$ cat src/rtl/debug_probe_pkg.sv
// Shared types and widths for the debug_probe sequencer.
// Optional feature macro: DEBUG_PROBE_CYCLE_COUNT_EN (CYCLES output on the top).
package debug_probe_pkg;

   localparam int SEL_W   = 3;
   localparam int LED_W   = 8;
   localparam int SNAP_W  = 64;
   localparam int NUM_SEL = 8;

   typedef enum logic [2:0] {
      IDLE,
      HIGH,
      LOW,
      SELECT,
      SAMPLE,
      PRESENT
   } state_t;

endpackage

$ cat src/rtl/debug_step_gen.sv
// Stepped CPU clock generator: issues 'steps' complete 0->1->0 pulses,
// each half-period lasting STEP_HALF system clocks.
// half_end marks the last cycle of any half-period.
// done marks the last cycle of the final low half.
module debug_step_gen #(
   parameter int STEP_HALF = 2
) (
   input  logic       CLK,
   input  logic       RST,
   input  logic       go,
   input  logic [7:0] steps,
   output logic       cpu_clk,
   output logic       half_end,
   output logic       done
);

   logic       active;
   logic [7:0] half_cnt;
   logic [7:0] remaining;

   assign half_end = active && (half_cnt == 8'(STEP_HALF - 1));
   assign done     = half_end && !cpu_clk && (remaining == 8'd1);

   // Half-period timing and pulse countdown; a pulse always ends low before the count drops
   always_ff @(posedge CLK or posedge RST) begin
      if (RST) begin
         active    <= 1'b0;
         cpu_clk   <= 1'b0;
         half_cnt  <= 8'd0;
         remaining <= 8'd0;
      end else if (!active) begin
         if (go && (steps != 8'd0)) begin
            active    <= 1'b1;
            cpu_clk   <= 1'b1;
            half_cnt  <= 8'd0;
            remaining <= steps;
         end
      end else if (half_end) begin
         half_cnt <= 8'd0;
         if (cpu_clk) begin
            cpu_clk <= 1'b0;
         end else begin
            remaining <= remaining - 8'd1;
            if (remaining == 8'd1) begin
               active <= 1'b0;
            end else begin
               cpu_clk <= 1'b1;
            end
         end
      end else begin
         half_cnt <= half_cnt + 8'd1;
      end
   end

endmodule

$ cat src/rtl/debug_probe.sv
// Board-side debug sequencer: steps the core clock, sweeps SEL 0..7,
// samples LED into a 64-bit snapshot and offers it over valid/ready.
// Optional feature macro: DEBUG_PROBE_CYCLE_COUNT_EN adds the CYCLES output.
module debug_probe
   import debug_probe_pkg::*;
#(
   parameter int STEP_HALF  = 2,
   parameter int SEL_SETTLE = 1
) (
   input  logic              CLK,
   input  logic              RST,
   input  logic              START,
   input  logic [7:0]        STEPS,
   output logic              BUSY,
   output logic              CPU_CLK,
   output logic [SEL_W-1:0]  SEL,
   input  logic [LED_W-1:0]  LED,
   output logic [SNAP_W-1:0] SNAP,
   output logic              SNAP_VALID,
   input  logic              SNAP_READY
`ifdef DEBUG_PROBE_CYCLE_COUNT_EN
   ,
   output logic [31:0]       CYCLES
`endif
);

   state_t           state;
   logic [SEL_W-1:0] sel;
   logic [3:0]       settle_cnt;
   logic [SNAP_W-1:0] snap;
   logic             snap_valid;
   logic             busy;
   logic             go;
   logic             half_end;
   logic             done;

   assign go         = (state == IDLE) && START && (STEPS != 8'd0);
   assign BUSY       = busy;
   assign SEL        = sel;
   assign SNAP       = snap;
   assign SNAP_VALID = snap_valid;

   debug_step_gen #(
      .STEP_HALF (STEP_HALF)
   ) u_step_gen (
      .CLK      (CLK),
      .RST      (RST),
      .go       (go),
      .steps    (STEPS),
      .cpu_clk  (CPU_CLK),
      .half_end (half_end),
      .done     (done)
   );

   // Sequencer: stepping phases follow the generator, then the SEL sweep and the handshake
   always_ff @(posedge CLK or posedge RST) begin
      if (RST) begin
         state      <= IDLE;
         sel        <= '0;
         settle_cnt <= 4'd0;
         snap       <= '0;
         snap_valid <= 1'b0;
         busy       <= 1'b0;
      end else begin
         case (state)
            IDLE: begin
               if (START) begin
                  busy <= 1'b1;
                  if (STEPS != 8'd0) begin
                     state <= HIGH;
                  end else begin
                     state      <= SELECT;
                     sel        <= '0;
                     settle_cnt <= 4'd0;
                  end
               end
            end
            HIGH: begin
               if (half_end) begin
                  state <= LOW;
               end
            end
            LOW: begin
               if (done) begin
                  state      <= SELECT;
                  sel        <= '0;
                  settle_cnt <= 4'd0;
               end else if (half_end) begin
                  state <= HIGH;
               end
            end
            SELECT: begin
               if (settle_cnt == 4'(SEL_SETTLE - 1)) begin
                  settle_cnt <= 4'd0;
                  state      <= SAMPLE;
               end else begin
                  settle_cnt <= settle_cnt + 4'd1;
               end
            end
            SAMPLE: begin
               snap[{sel, 3'b000} +: LED_W] <= LED;
               if (sel == SEL_W'(NUM_SEL - 1)) begin
                  snap_valid <= 1'b1;
                  state      <= PRESENT;
               end else begin
                  sel   <= sel + 1'b1;
                  state <= SELECT;
               end
            end
            PRESENT: begin
               if (SNAP_READY) begin
                  snap_valid <= 1'b0;
                  sel        <= '0;
                  busy       <= 1'b0;
                  state      <= IDLE;
               end
            end
            default: begin
               state <= IDLE;
            end
         endcase
      end
   end

`ifdef DEBUG_PROBE_CYCLE_COUNT_EN
   logic        enter_high;
   logic [31:0] cycles;

   assign enter_high = go || ((state == LOW) && half_end && !done);
   assign CYCLES     = cycles;

   // Running total of CPU_CLK rising edges since reset, wrapping at 2^32
   always_ff @(posedge CLK or posedge RST) begin
      if (RST) begin
         cycles <= 32'd0;
      end else if (enter_high) begin
         cycles <= cycles + 32'd1;
      end
   end
`endif

endmodule

$ cat config.mk
export PLATFORM = sky130hd
export DESIGN_NAME = debug_probe
export DESIGN_NICKNAME = d
export VERILOG_FILES = /design/src/rtl/debug_probe_pkg.sv /design/src/rtl/debug_step_gen.sv /design/src/rtl/debug_probe.sv
export SDC_FILE = /design/constraint.sdc
export NUM_CORES = 1
export LEC_CHECK = 0
export ABC_AREA = 1
export CAP_MARGIN = 10
export CORE_MARGIN = 2
export CORE_UTILIZATION = 50
export DETAILED_ROUTE_END_ITERATION = 10
export MAX_ROUTING_LAYER = met4
export PLACE_DENSITY = 0.78
export SYNTH_ARGS = -nofsm -noshare
export SYNTH_HDL_FRONTEND = slang
export SYNTH_SLANG_ARGS = --single-unit
$ cat constraint.sdc
create_clock -name CLK -period 3.75 [get_ports CLK]
set_input_delay 0.375 -clock CLK [delete_from_list [all_inputs] [get_ports CLK]]
set_output_delay 0.375 -clock CLK [all_outputs]
set_load 0.05 [all_outputs]
Word-level counts from Yosys, hierarchy flattened
Cells that the tools add are included.
{"block": "word_totals", "register_bits": 94, "in_bits": 20, "output_inout_bits": 70, "word_cells": 99}
{"block": "classes", "addsub": 5, "eq_ne": 19, "shift": 2, "mux": 41, "n_reduce_logical": 22}
{"cell": "bitwise mux 64 bit", "n": 1}
{"cell": "variable shift 8 x 8 -> 64 bit, first input constant", "n": 1}
{"cell": "indexed part select 8 x 8 -> 64 bit", "n": 1}
{"cell": "two-way mux 8 bit", "n": 7}
{"cell": "two-way mux 3 bit", "n": 11}
{"cell": "one-hot mux 3 bit (6 select lines)", "n": 1}
{"cell": "== test 8 x 1 -> 1 bit, second input constant", "n": 2}
{"cell": "two-way mux 4 bit", "n": 4}
{"cell": "!= test 2 bit, second input constant", "n": 8}
{"cell": "two-way mux 1 bit", "n": 12}
{"cell": "one-hot mux 3 bit (4 select lines)", "n": 1}
{"cell": "one-hot mux 4 bit (3 select lines)", "n": 1}
{"cell": "== test 3 bit, second input constant", "n": 3}
{"cell": "AND reduction 3 bit", "n": 3}
{"cell": "adder 8 x 1 -> 8 bit, second input constant", "n": 1}
{"cell": "negation 6 -> 8 bit", "n": 1}
{"cell": "nonzero test 8 bit", "n": 1}
{"cell": "subtractor 8 x 1 -> 8 bit, second input constant", "n": 1}
{"cell": "== test 3 x 2 -> 1 bit, second input constant", "n": 2}
{"cell": "logical AND 1 bit", "n": 6}
{"cell": "AND reduction 6 bit", "n": 1}
{"cell": "nonzero test 2 bit", "n": 3}
{"cell": "AND reduction 5 bit", "n": 1}
{"cell": "adder 4 x 1 -> 4 bit, second input constant", "n": 1}
{"cell": "other kinds (13)", "n": 15}

Logic depth before layout (Yosys ltp)
Gate-level depths: netlist of run 1.
{"block": "depth", "ltp_word": 6, "mapped_depth": 12, "ltp_nobuf": 11}

Cells and area by module
A second synthesis of run 1 with hierarchy kept.
{"block": "hier_totals", "cells_unflattened": 595, "area_unflattened_um2": 4893.4}
{"module": "debug_probe", "instances": 1, "cells_per_inst": 417, "area_each_um2": 3691.0, "seq_area_each_um2": 1901.8}
{"module": "debug_step_gen", "instances": 1, "cells_per_inst": 178, "area_each_um2": 1202.4, "seq_area_each_um2": 450.4}

Worst setup path after synthesis of run 1
Ideal clock, no wire load.
{"block": "synth_path", "kind": "reg2reg", "start": "register sel[0] (netlist: SEL[0])", "end": "register snap[55] (netlist: SNAP[55])", "setup_ns": 0.129, "arrival_ns": 2.049, "required_ns": 3.621, "setup_slack_ns": 1.572, "path_stages_with_launch": 13, "path_buffers": 1, "period_less_slack_ns": 2.178, "cell_sequence": "dfrtp_1 > inv_2 > ha_1 > ha_1 > inv_2 > nand2_1 > nor2_1 > nand2_1 > nor2_2 > inv_2 > buf_6 > nand2_2 > o31ai_1"}
{"block": "synth_via", "elab_chain_len": 3}
{"element": "from (decl)", "line_no": "debug_probe.sv:28", "text": "logic [SEL_W-1:0] sel;"}
{"element": "from (signal assigned)", "line_no": "debug_probe.sv:106", "text": "sel <= sel + 1'b1;"}
{"element": "negation 6 -> 8 bit (*)", "line_no": "debug_probe.sv:101", "text": "snap[{sel, 3'b000} +: LED_W] <= LED;"}
{"element": "indexed part select 8 x 8 -> 64 bit or variable shift 8 x 8 -> 64 bit (tied branches)", "line_no": "debug_probe.sv:101"}
{"element": "bitwise mux 64 bit (*)", "line_no": "debug_probe.sv:101"}
{"element": "to (signal assigned)", "line_no": "debug_probe.sv:61", "text": "snap <= '0;"}
{"element": "to (signal, indexed assignment)", "line_no": "debug_probe.sv:101"}
{"element": "to (decl)", "line_no": "debug_probe.sv:30", "text": "logic [SNAP_W-1:0] snap;"}
Mark *: on every way between the ends. The rest lies on a longest branch, timed or not.
A chain may end at the register's enable or synchronous reset.

Worst setup path after layout of run 1
{"block": "layout_path", "start": "register sel[0] (netlist: SEL[0])", "end": "output SEL[0]"}
{"element": "to (decl)", "line_no": "debug_probe.sv:16", "text": "output logic [SEL_W-1:0] SEL,"}
No word-level cell between the ends.

==> results of run 1 <==
-- synthesized netlist by cell type --
master / count
o21ai_4: 1
nor2_2: 3
nand2_2: 8
a21oi_1: 7
o211ai_1: 1
nand3_2: 6
nand2_4: 3
nor3_1: 3
xor2_1: 2
nand3_1: 28
nand4_1: 5
inv_4: 2
nand2_1: 155
o21a_1: 3
o21ai_1: 14
clkbuf_1: 3
nor2_8: 1
ha_1: 10
dfrtp_1: 94
buf_2: 3
inv_1: 51
inv_2: 8
nor2_1: 35
nand3b_1: 1
buf_6: 5
nand3_4: 1
nor2_4: 3
o31ai_1: 6
o22ai_1: 2
o21ai_2: 19
o21ai_0: 46
or2_2: 2
o21ba_2: 1
a31oi_1: 2
-- through the flow --
stage               cell area [µm²]  cells  utilization, %
detailed placement             5550    722            63.1
global placement               5550    722            63.1
floorplan                      4590    534               -
CTS                            5740    738            65.2
global route                   5740    738            65.2
finish                         5740    738            65.2
-- power by group --
| part | switching (mW) | internal [mW] |
|---|---|---|
| clock | 0.398 | 0.257 |
| combinational | 0.798 | 0.396 |
| sequential | 0.165 | 1.19 |
-- flip-flops by register name (all words and copies together), names as in the netlist --
name,flops
SNAP,64
settle_cnt,4
u_step_gen.half_cnt,8
u_step_gen.remaining,8
SNAP_VALID,1
BUSY,1
u_step_gen.cpu_clk,1
state,3
SEL,3
u_step_gen.active,1
-- cell usage in the layout, fill, tap and decap left out, types with 5 or more instances in the layout --
master,n
nand2_1,155
dfrtp_1,94
clkdlybuf4s50_1,89
inv_1,50
o21ai_0,46
nor2_1,35
nand3_1,28
o21ai_2,19
o21ai_1,14
ha_1,10
clkbuf_8,9
inv_2,8
nand2_2,8
a21oi_1,7
nand3_2,6
o31ai_1,6
nand4_1,5
-- worst min path at each step --
stage	from	to	slack [ns]	cells past startpoint
6_report	RST	SNAP[34]	0.28	2
4_1_cts	RST	SNAP[34]	0.29	2
5_1_grt	RST	SNAP[34]	0.31	2
2_1_floorplan	settle_cnt[0]	settle_cnt[0]	0.47	2
3_3_place_gp	SNAP[35]	SNAP[35]	0.46	2
3_5_place_dp	SNAP[40]	SNAP[40]	0.47	2
-- kinds of logic after synthesis --
kind of cell | Yosys count | share of synthesized area (%)
flip-flops | 94 | 51.2
adder cells (fa/ha/maj) | 10 | 2.72
AO/OA/AOI/OAI | 102 | 13.7
AND/OR/NAND/NOR | 254 | 25.1
XOR/XNOR | 2 | 0.381
buffers and inverters | 72 | 6.89
-- routing by layer --
| layer | wire length, µm | vias up |
|---|---|---|
| li1 | - | 1906 |
| met1 | 4900 | 1841 |
| met2 | 5100 | 107 |
| met3 | 629 | 13 |
| met4 | 178 | 0 |
| met5 | 0 | - |
-- layout make-up --
| cell class | count | area [µm²] | share of cell area (%) |
|---|---|---|---|
| multi-input combinational | 368 | 1920 | 33.5 |
| sequential | 94 | 2350 | 41.0 |
| timing repair buffer | 91 | 906 | 15.8 |
| tap | 108 | 135 | 2.35 |
| inverter | 61 | 235 | 4.10 |
| clock buffer | 9 | 124 | 2.16 |
| clock inverter | 7 | 62.6 | 1.09 |
==> metrics.md, run 1 <==
| Metric | Value |
|---|---|
| Worst reg-to-reg setup slack | `1.67 ns` |
| Max-slew headroom | `between 60 and 70%` |
| Worst Skew | `around 0.014 ns` |
| TNS Setup | `0 ns` |
| Minimum clock period after layout | `2.11 ns` |
| Synth warn | `0` |
| Clk buf depth | `2` |
| Met1 Usage GRT | `32.1%` |
| H-tree depth | `3` |
| Synth top area share | `~51%` |
| Distinct cell type count after synthesis | `34` |
| GP Congestion | `about 0.92` |
| Via/cell ratio | `roughly 5.2` |
| Crit path to | `SEL[0]` |
| Post-synthesis cell area | `0.00459 mm²` |
| Routed Antenna Nets | `0` |
| CTS root buf | `clkbuf_8` |
| CP Data Required Time | `about 3.4 ns` |
| Core Rows | `34` |
| Fin. Hold Viols | `0` |
| Synthesis-stage register bit count | `94` |
| Maxcap violations | `0` |
| Buf/Inv on CP | `1` |
| GRT met2 Usage | `a little over a third` |
| CTS clk-pin slew, worst paths | `0.11 ns` |
| Post-CTS Setup Inserts | `0` |
| Die width | `around 100 µm` |
| Met3 Usage GRT | `under 10%` |
| WL/cell | `around 15 µm` |
| Initial antenna violation count | `0` |
| DR vias | `slightly below 4,000` |
| Worst Setup SP | `SEL[0]` |
| Post_cts resized | `0` |
| Hold Buf Count CTS | `0` |
| R2R Path End | `SNAP[39]` |
| Worst Max-Slew Pin Slew | `approximately 0.58 ns` |
| Ports | `90` |
| Vias in the first global route | `3,733` |
| Synthesized Nets | `about 560` |
| Final period util | `a little under three fifths` |
| Dpl ws | `1.68 ns` |
| Critical path startpoint category | `flop` |
| TritonCTS clock tree | `yes` |
| Nets | `around 660` |
| CORE AREA | `0.00881 mm²` |
| R2r startpoint | `SEL[0]` |
| Critical-path cell list | `clkdlybuf4s50_1` |
| Die Span Y | `around 100 µm` |
| CP Depth | `1` |
| Power density over the cells | `around 560 mW/mm²` |
| Port Buffer Count | `between 80 and 90` |
| DRC Markers | `0` |
| Slowest stage delay, CP | `about 0.88 ns` |
| Slowest cell on crit path | `clkdlybuf4s50_1` |
| WS Path Type | `reg2out` |
| DIE AREA | `0.00997 mm²` |
| First-pass GRT wire length | `between 15,000 and 20,000 µm` |
| Layout filler cell count | `about 730` |
| Setup ws final | `between 1.5 and 2 ns` |
| Maximum vdd drop | `between 0.0005 and 0.0006 V` |
| Crit path max fanout | `8` |
| Gr usage total | `23.6%` |
| Slew Limit Fails | `0` |
| Total power | `between 3 and 4 mW` |
| Area leader, netlist | `dfrtp_1` |
| Hold Crit Class | `in2async` |
| CTS Sinks | `between 90 and 100` |
| Post-Synthesis Cells | `~530` |
| First-pass DRT Iterations | `4` |
| Area Overhead vs Synth | `25.0%` |
| Initial Util | `52.2%` |
| Share of layout cells above drive strength 1 | `between 10% and 20%` |
| GRT overflow | `0` |
| Later-pin clock latency in the skew report | `between 0.3 and 0.4 ns` |
| Status | `complete, no violations` |
| Largest net degree at the start of global routing | `39` |
| RSZ-0062 raised after global routing | `false` |
| HPWL Detailed | `just under 8000 µm` |
| DRT Wirelength | `10,800 µm` |
| Hold Slack | `~0.28 ns` |
| Seq/Total Area, Yosys | `a little over 50%` |
| Peak Freq | `474 MHz` |
| Reg2reg path depth | `8` |
| DR iter-0 viols | `around 170` |
| Synth area leaders | `dfrtp_1, nand2_1, o21ai_0, inv_1, o21ai_2` |
| Total CTS buffers | `9` |
| Synth Area per Inst | `about 8.6 µm²` |
| # diodes | `0` |
| Worst EP arrival | `between 1.5 and 2 ns` |
| Pleak | `2.77 nW` |
| Setup violators final | `0` |
| Crit end category | `output pin` |
| Most used routing layer | `met2` |
| CP top delay family | `buffers and inverters` |
(Power assumes the default switching activity.)
==> inputs of run 2 (changes only) <==
--- a/config.mk
+++ b/config.mk
@@ -8,10 +8,10 @@
 export ABC_AREA = 1
 export CAP_MARGIN = 10
 export CORE_MARGIN = 2
-export CORE_UTILIZATION = 50
+export CORE_UTILIZATION = 47
 export DETAILED_ROUTE_END_ITERATION = 10
 export MAX_ROUTING_LAYER = met4
-export PLACE_DENSITY = 0.78
+export PLACE_DENSITY = 0.77
 export SYNTH_ARGS = -nofsm -noshare
 export SYNTH_HDL_FRONTEND = slang
 export SYNTH_SLANG_ARGS = --single-unit
==> constraint.sdc (replaced) <==
create_clock -name CLK -period 1.9 [get_ports CLK]
set_input_delay 0.19 -clock CLK [delete_from_list [all_inputs] [get_ports CLK]]
set_output_delay 0.19 -clock CLK [all_outputs]
set_load 0.05 [all_outputs]
==> metrics.md, run 2 (synthesized netlist as in run 1, its figures left out) <==
| Metric | Value |
|---|---|
| DR iter-0 viols | `between 100 and 150` |
| Critical path startpoint category | `flop` |
| Max-slew headroom | `60.4%` |
| CTS root buf | `clkbuf_8` |
| Placed cells | `around 750` |
| Status | `complete, no violations` |
| Slowest cell on crit path | `clkdlybuf4s50_1` |
| Non-Filler Instances | `769` |
| Gr usage total | `22.7%` |
| Layout filler cell count | `about 890` |
| Fin area | `0.00590 mm²` |
| DRC Markers | `0` |
| Area Overhead vs Synth | `28.5%` |
| DR vias | `3,885` |
| Reg2reg path depth | `10` |
| Initial Util | `approximately 48%` |
| CTS clk-pin slew, worst paths | `around 0.1 ns` |
| Largest net degree at the start of global routing | `between 90 and 100` |
| Max FFs per register | `64` |
| Slew Limit Fails | `0` |
| TritonCTS clock tree | `yes` |
| Share of layout cells above drive strength 1 | `roughly 15%` |
| Crit path max fanout | `4` |
| Pleak | `~2.8 nW` |
| Setup violators final | `0` |
| Die Span Y | `~100 µm` |
| Die width | `~100 µm` |
| Final period util | `95.7%` |
| Worst reg-to-reg setup slack | `approximately 0.12 ns` |
| TNS Setup | `0 ns` |
| Maximum vdd drop | `between 0.001 and 0.0015 V` |
| WS Path Type | `reg2out` |
| Critical-path cell list | `clkdlybuf4s50_1` |
| Total power | `6.43 mW` |
| Fin. Hold Viols | `0` |
| # diodes | `0` |
| Commonest non-fill, non-tap cell in the layout | `nand2_1` |
| R2r startpoint | `SEL[1]` |
| Port Buffer Count | `slightly below 90` |
| Buf/Inv on CP | `1` |
| Clk buf depth | `2` |
| GRT overflow | `0` |
| Hold Crit Class | `in2async` |
| Nets | `661` |
| Hold Slack | `0.303 ns` |
| Most frequent cells in the layout | `nand2_1, dfrtp_1, clkdlybuf4s50_1` |
| Vias in the first global route | `3,792` |
| First-pass DRT Iterations | `5` |
| Maxcap violations | `0` |
| Routed Antenna Nets | `0` |
| Worst Skew | `between 0.01 and 0.015 ns` |
| Worst EP arrival | `roughly 1.6 ns` |
| Peak Freq | `roughly 550 MHz` |
| Placed Area | `0.00567 mm²` |
| Core Rows | `36` |
| CP top delay family | `buffers and inverters` |
| Crit end category | `output pin` |
| Hold Buf Count CTS | `0` |
| Core Util, Final | `61.3%` |
| CTS Sinks | `94` |
| Dpl ws | `between 0.07 and 0.08 ns` |
| DIE AREA | `approximately 0.011 mm²` |
| H-tree depth | `3` |
| CORE AREA | `between 0.009 and 0.01 mm²` |
| Total CTS buffers | `9` |
| Initial antenna violation count | `0` |
| Power density over the cells | `~1100 mW/mm²` |
| Worst Max-Slew Pin Slew | `roughly 0.59 ns` |
| Via/cell ratio | `5.05` |
| First-pass GRT wire length | `roughly 18,000 µm` |
| Slowest stage delay, CP | `roughly 0.83 ns` |
| R2R Path End | `SNAP[54]` |
| Later-pin clock latency in the skew report | `roughly 0.37 ns` |
| CP Data Required Time | `about 1.7 ns` |
| Ports | `90` |
| WL/cell | `about 14 µm` |
| DRT Wirelength | `approximately 11,000 µm` |
| Setup ws final | `0.0816 ns` |
| HPWL Detailed | `7860 µm` |
| GP Congestion | `0.820` |
| Minimum clock period after layout | `between 1.5 and 2 ns` |
## run 2: cell count changes in the layout (fill, tap and decap cells not counted), moves of 3 or more
cell,previous run,this run
buf_4,2,7
clkinvlp_4,0,4
inv_1,50,47
nor2_1,35,32
o31ai_1,6,3
o31ai_2,0,3
## run 2: worst max path at each step
stage / to / startpoint / slack, ns / depth (start not counted)
floorplan: SNAP[16] / SEL[0] / -0.004 / 9
global placement: SNAP[14] / SEL[1] / 0.16 / 9
detailed placement: SNAP[0] / SEL[0] / 0.07 / 7
CTS: CPU_CLK / u_step_gen.cpu_clk / 0.02 / 1
global route: SNAP[55] / SEL[1] / -0.008 / 10
finish: SEL[2] / SEL[2] / 0.08 / 1
## run 2: metal layers
metal / part of all wire (%) / global-route usage, %
met5: 0 / -
met4: 1.0 / 6.58
met3: 6.5 / 6.92
met2: 47 / 35.1
met1: 46 / 29.0
## run 2: power by group
group / switching [mW] / internal (mW)
clock network: 0.755 / 0.532
registers: 0.338 / 2.35
logic: 1.64 / 0.818
## run 2: area by class of cell
type,count,area [µm²],share of cell area [%]
inverters,61,246,4.17
flip-flops and latches,94,2350,39.9
clock buffers,10,138,2.33
repair buffers,97,965,16.3
well taps,133,166,2.82
multi-input cells,368,1980,33.6
clock inverters,6,52.6,0.890
## run 2: timing repair
action	in CTS	in global routing
resized for setup	1	11
pin swaps	0	2
hold endpoints to repair	0	0
endpoints found under the setup margin	1	19
buffers inserted	0	1
